$ cat src/rtl/i2s_pkg.sv
// Shared types and default widths for the INMP441 I2S microphone emulator.
package i2s_pkg;

  typedef enum logic [1:0] {
    IDLE,
    ARMED,
    SHIFT,
    HIZ
  } i2s_tx_state_t;

  localparam int unsigned DEF_W_SAMPLE    = 24;
  localparam int unsigned DEF_SLOT_BITS   = 32;
  localparam int unsigned DEF_SYNC_STAGES = 2;

endpackage

$ cat src/rtl/i2s_pin_sync.sv
// Multi-flop synchronizer for an asynchronous pin, with one-clk rise/fall strobes
// derived from the synchronized level.
module i2s_pin_sync
  import i2s_pkg::*;
#(
  parameter int unsigned STAGES = DEF_SYNC_STAGES
) (
  input  logic clk,
  input  logic rst_n,
  input  logic i_pin,
  output logic o_level,
  output logic o_rise,
  output logic o_fall
);

  logic [STAGES-1:0] r_sync;
  logic              r_prev;

  always_ff @(posedge clk) begin
    if (!rst_n) begin
      r_sync <= '0;
      r_prev <= 1'b0;
    end else begin
      r_sync[0] <= i_pin;
      for (int unsigned i = 1; i < STAGES; i++) begin
        r_sync[i] <= r_sync[i-1];
      end
      r_prev <= r_sync[STAGES-1];
    end
  end

  // Strobes are combinational so the consumer acts one edge after the level settles.
  assign o_level = r_sync[STAGES-1];
  assign o_rise  = r_sync[STAGES-1] & ~r_prev;
  assign o_fall  = ~r_sync[STAGES-1] & r_prev;

endmodule

$ cat src/rtl/inmp441_mic_i2s_emulator.sv
// I2S transmitter emulating an INMP441 microphone: slaves to external SCK/WS,
// buffers one sample from a valid/ready source and shifts it out MSB-first.
module inmp441_mic_i2s_emulator
  import i2s_pkg::*;
#(
  parameter int unsigned w_sample    = DEF_W_SAMPLE,
  parameter int unsigned slot_bits   = DEF_SLOT_BITS,
  parameter int unsigned sync_stages = DEF_SYNC_STAGES
) (
  input  logic                clk,
  input  logic                rst_n,
  input  logic [w_sample-1:0] sample,
  input  logic                sample_valid,
  output logic                sample_ready,
  input  logic                lr,
  input  logic                sck,
  input  logic                ws,
  output logic                sd,
  output logic                sd_oe,
  output logic                underrun
);

  localparam int unsigned      CNT_W    = $clog2(slot_bits + 1);
  localparam logic [CNT_W-1:0] CNT_LAST = CNT_W'(w_sample);
  localparam logic [CNT_W-1:0] CNT_SAT  = CNT_W'(slot_bits);

  logic w_sck_level_unused;
  logic w_sck_rise;
  logic w_sck_fall;
  logic w_ws_level;
  logic w_ws_rise_unused;
  logic w_ws_fall_unused;

  i2s_pin_sync #(.STAGES(sync_stages)) u_sck_sync (
    .clk     (clk),
    .rst_n   (rst_n),
    .i_pin   (sck),
    .o_level (w_sck_level_unused),
    .o_rise  (w_sck_rise),
    .o_fall  (w_sck_fall)
  );

  i2s_pin_sync #(.STAGES(sync_stages)) u_ws_sync (
    .clk     (clk),
    .rst_n   (rst_n),
    .i_pin   (ws),
    .o_level (w_ws_level),
    .o_rise  (w_ws_rise_unused),
    .o_fall  (w_ws_fall_unused)
  );

  i2s_tx_state_t       r_state;
  logic                r_ws;
  logic [CNT_W-1:0]    r_bit_cnt;
  logic [w_sample-1:0] r_hold;
  logic                r_hold_full;
  logic [w_sample-1:0] r_last;
  logic [w_sample-1:0] r_shift;
  logic                r_sd;
  logic                r_sd_oe;
  logic                r_underrun;

  logic                w_ws_change;
  logic                w_load;
  logic                w_accept;
  logic [w_sample-1:0] w_src;
  logic [CNT_W-1:0]    w_cnt_next;

  // Rise and fall of the synchronized SCK are mutually exclusive, so a WS
  // change and a load can never occur in the same clk.
  assign w_ws_change = w_sck_rise && (w_ws_level != r_ws);
  assign w_load      = (r_state == ARMED) && w_sck_fall;
  assign w_accept    = sample_valid && !r_hold_full;
  assign w_src       = r_hold_full ? r_hold : r_last;
  assign w_cnt_next  = (r_bit_cnt < CNT_SAT) ? r_bit_cnt + 1'b1 : r_bit_cnt;

  always_ff @(posedge clk) begin
    if (!rst_n) begin
      r_state    <= IDLE;
      r_ws       <= 1'b0;
      r_bit_cnt  <= '0;
      r_shift    <= '0;
      r_sd       <= 1'b0;
      r_sd_oe    <= 1'b0;
      r_underrun <= 1'b0;
    end else begin
      r_underrun <= w_load && !r_hold_full;
      if (w_sck_rise) begin
        r_ws <= w_ws_level;
      end
      if (w_ws_change) begin
        // Any WS edge ends the current slot, complete or not.
        r_sd    <= 1'b0;
        r_sd_oe <= 1'b0;
        r_state <= (w_ws_level == lr) ? ARMED : IDLE;
      end else if (w_sck_fall) begin
        case (r_state)
          ARMED: begin
            r_shift   <= w_src << 1;
            r_sd      <= w_src[w_sample-1];
            r_sd_oe   <= 1'b1;
            r_bit_cnt <= CNT_W'(1);
            r_state   <= SHIFT;
          end
          SHIFT: begin
            r_bit_cnt <= w_cnt_next;
            if (r_bit_cnt == CNT_LAST) begin
              r_sd    <= 1'b0;
              r_sd_oe <= 1'b0;
              r_state <= HIZ;
            end else begin
              r_sd    <= r_shift[w_sample-1];
              r_shift <= r_shift << 1;
            end
          end
          HIZ: begin
            r_bit_cnt <= w_cnt_next;
          end
          default: begin
          end
        endcase
      end
    end
  end

  // A sample offered during an underrun load still lands in holding.
  always_ff @(posedge clk) begin
    if (!rst_n) begin
      r_hold      <= '0;
      r_hold_full <= 1'b0;
      r_last      <= '0;
    end else if (w_load && r_hold_full) begin
      r_last      <= r_hold;
      r_hold_full <= 1'b0;
    end else if (w_accept) begin
      r_hold      <= sample;
      r_hold_full <= 1'b1;
    end
  end

  assign sample_ready = !r_hold_full;
  assign sd           = r_sd;
  assign sd_oe        = r_sd_oe;
  assign underrun     = r_underrun;

endmodule

$ cat config.mk
export PLATFORM = sky130hd
export DESIGN_NAME = inmp441_mic_i2s_emulator
export DESIGN_NICKNAME = d
export VERILOG_FILES = /design/src/rtl/i2s_pkg.sv /design/src/rtl/i2s_pin_sync.sv /design/src/rtl/inmp441_mic_i2s_emulator.sv
export SDC_FILE = /design/constraint.sdc
export NUM_CORES = 1
export LEC_CHECK = 0
export BUFFER_PORTS_ARGS = -buffer_cell sky130_fd_sc_hd__buf_2
export CELL_PAD_IN_SITES_DETAIL_PLACEMENT = 0
export CELL_PAD_IN_SITES_GLOBAL_PLACEMENT = 1
export CORE_MARGIN = 5
export CORE_UTILIZATION = 35
export CTS_CLUSTER_DIAMETER = 120
export DETAILED_ROUTE_END_ITERATION = 10
export MAX_ROUTING_LAYER = met4
export PLACE_DENSITY = 0.61
export SKIP_CTS_REPAIR_TIMING = 1
export SKIP_LAST_GASP = 1
export SLEW_MARGIN = 15
export SYNTH_ARGS = -nofsm -noshare
export SYNTH_HDL_FRONTEND = slang
export SYNTH_SLANG_ARGS = --single-unit
$ cat constraint.sdc
create_clock -name clk -period 1.8 [get_ports clk]
set_input_delay 0.54 -clock clk [delete_from_list [all_inputs] [get_ports clk]]
set_output_delay 0.54 -clock clk [all_outputs]
set_load 0.05 [all_outputs]
==> impl_results.md <==
* IO Pins at 34
* Hold Crit Class: input pin to flop
* Seq cells post-synth at 89
* Data arrival, critical path at 1970 ps
* Core area at 10800 µm²
* First-pass GRT wire length at 14400 µm
* Register area at 1780 µm²
* Area of the multi-input gates at 1890 µm²
* Worst hold margin at roughly 370 ps
* Synthesized area per cell at around 8 µm²
* Vias per inst at roughly 4.7
* Max-slew violations at 0
* Commonest non-fill, non-tap cell in the layout: nand2_1
* Post-synthesis cell area at 3850 µm²
* Seq/Total Area, Yosys at a little under half
* Final Core Density at about two fifths
* HPWL Detailed at roughly 5500 µm
* Post-synth cell types at 41
* Worst-case clock buffer depth at 2
* Worst-path fanout max at 5
* Max-Cap Viols at 0
* CTS clock-pin slew for the worst setup and hold paths at roughly 90 ps
* Slew @ Worst Pin at 428 ps
* CP Capture Type: flop
* Htree depth at 3
* Global placement routability congestion at roughly 0.82
* Wirelength per Cell at around 13 µm
* Clock skew at 7.84 ps
* Status: complete, no violations
* Final hold vios at 0
* WS Path Type: flop to flop
* Synthesis Warnings at 0
* Die H at about 110 µm
* Setup crit start kind: flop
* Via count at between 3000 and 4000
* CTS sink count at just under 90
* Area grow syn2layout at 14.8%
* Root buffer cell: clkbuf_8
* Layout cells sized above 1 at between 10% and 20%
* Initial DRC Count at ~120
* Gr usage total at approximately 14%
* Final number of setup-violating endpoints at 0
* FILL cells at about 1100
* Pwr Density at ~840 nW/µm²
* Post-DRT Antenna Nets at 0
* Final worst path period share at approximately 94%
* GRT Residual Overflow at 0
* Minimum clock period at around 1700 ps
* Crit path cell chain: inv_1 > ha_1 > nand4_4 > or2_1 > a21o_1 > a22o_1
* Leakage at ~1.6 nW
* Post-Syn Nets at 520
* CP max stage cell: dfxtp_1
* Worst EP required at about 2100 ps
* Total CTS buffers at 9
* Vias in the first global route at 2917
* Most frequent cells in the layout: 171 x nand2_1, 89 x dfxtp_1, 77 x a21oi_1
* Cells after synthesis at 484
* Die area at around 13000 µm²
* Initial antenna violation count at 0
* Cell row count at 38
* Largest net degree at the start of global routing at between 40 and 50
* CTS tree: built
* Place WS at roughly 10 ps
* Peak VDD IR at 0.000374 V
* Max-slew headroom at between 70% and 80%
* Clk_lat worst skew at approximately 370 ps
* I/O Buffers at 33
* Final WL at 8710 µm
* Initial core utilization at around 36%
* Slowest stage delay, CP at around 340 ps
* Diode count at 0
* Nets at roughly 550
* Die Width at between 100 and 150 µm
* Setup WS post-layout at 105 ps
* Remaining DRCs at 0
* DR pass1 iterations at 4
* Fmax at roughly 0.59 GHz
* RSZ-0062 raised after global routing: true
flip-flops by register name, summed over array words and instances (netlist names):
name and cells:
sd_oe 1, r_state 2, r_last 24, u_ws_sync.r_sync 2, u_sck_sync.r_sync 2, underrun 1
sd 1, u_sck_sync.r_prev 1, r_shift 23, r_hold_full 1, r_hold 24, r_bit_cnt 6
r_ws 1
cell usage after synthesis, drive strengths merged:
cell type / n / area share, %
mux2i: 25 / 6.5
dfxtp: 89 / 46
o21ai: 26 / 3.5
and2: 7 / 1.1
a21oi: 77 / 10
a21o: 1 / 0.20
and3: 1 / 0.16
nor2: 9 / 0.88
clkbuf: 11 / 1.1
nor3b: 1 / 0.32
or3: 1 / 0.16
inv: 6 / 0.58
o21ba: 1 / 0.26
buf: 21 / 3.9
o31ai: 1 / 0.20
nor3: 2 / 0.39
o41ai: 1 / 0.42
xnor2: 1 / 0.23
nand4: 4 / 0.81
a22o: 1 / 0.23
nand2: 171 / 17
o22ai: 1 / 0.16
o211ai: 1 / 0.55
nand2b: 3 / 0.49
nand3: 4 / 0.52
nor2b: 2 / 0.39
xor2: 3 / 0.68
and3b: 1 / 0.23
o211a: 1 / 0.26
a211oi: 1 / 0.20
or2: 4 / 0.71
ha: 6 / 1.9
cell families (layout without fill, tap and decap cells):
logic type	count (synthesis)	count (layout)	share of synthesized area (%)
AOI/OAI and AO/OA	112	113	16.0
xor gates and xnor gates	4	4	0.910
adders and majority gates	6	6	1.95
buffers and inverters	38	71	5.56
DFF	89	89	46.3
muxes	25	25	6.50
and+or+nand+nor	210	210	22.9
worst max-delay path, delay by kind of cell, from the launching register on:
kind,cells,cell delay [ps]
buffers and inverters,1,100
AND/OR/NAND/NOR,2,490
adder cells (fa/ha/maj),1,290
AO/OA/AOI/OAI,2,380
flip-flops,1,340
report_power, final:
part           switching (W)  internal (W)
Sequential         0.0000324       0.00201
Combinational       0.000135      0.000100
Clock               0.000776      0.000653
cell type report:
class | count | share of cell area (%)
clock buffers | 9 | 2.80
flip-flops and latches | 89 | 40.3
well taps | 140 | 3.96
inverters | 6 | 0.509
multi-input cells | 358 | 42.8
clock inverters | 7 | 1.78
repair buffers | 49 | 7.87
path summary, 6_finish.rpt:
path	from	endpoint	slack (ps)	cells after the start
max	r_state[0]$_SDFFE_PN0P_	r_state[0]$_SDFFE_PN0P_	110	6
min	sck	u_sck_sync.r_sync[0]$_SDFF_PN0_	370	2
max reg2reg	r_state[0]$_SDFFE_PN0P_	r_state[0]$_SDFFE_PN0P_	110	6
min reg2reg	u_ws_sync.r_sync[0]$_SDFF_PN0_	u_ws_sync.r_sync[1]$_SDFF_PN0_	440	1
layer usage:
layer,track usage [%],routed length (µm),vias up
met5,-,0,-
met4,6.57,161,0
met3,3.05,216,14
met2,19.1,3440,39
met1,20.3,4890,1400
li1,-,-,1653
per-stage QoR:
stage,cell area (µm²),std cells,setup TNS (ps),power [W]
after CTS,4370,656,-157,0.00377
after global routing,4420,658,-14.7,0.00388
after detailed placement,4160,640,0,0.00232
final,4420,658,0,0.00370
after global placement,4160,640,0,0.00232
after floorplan,3850,484,0,0.00223
Note: power is estimated with default switching activity, not from simulation.
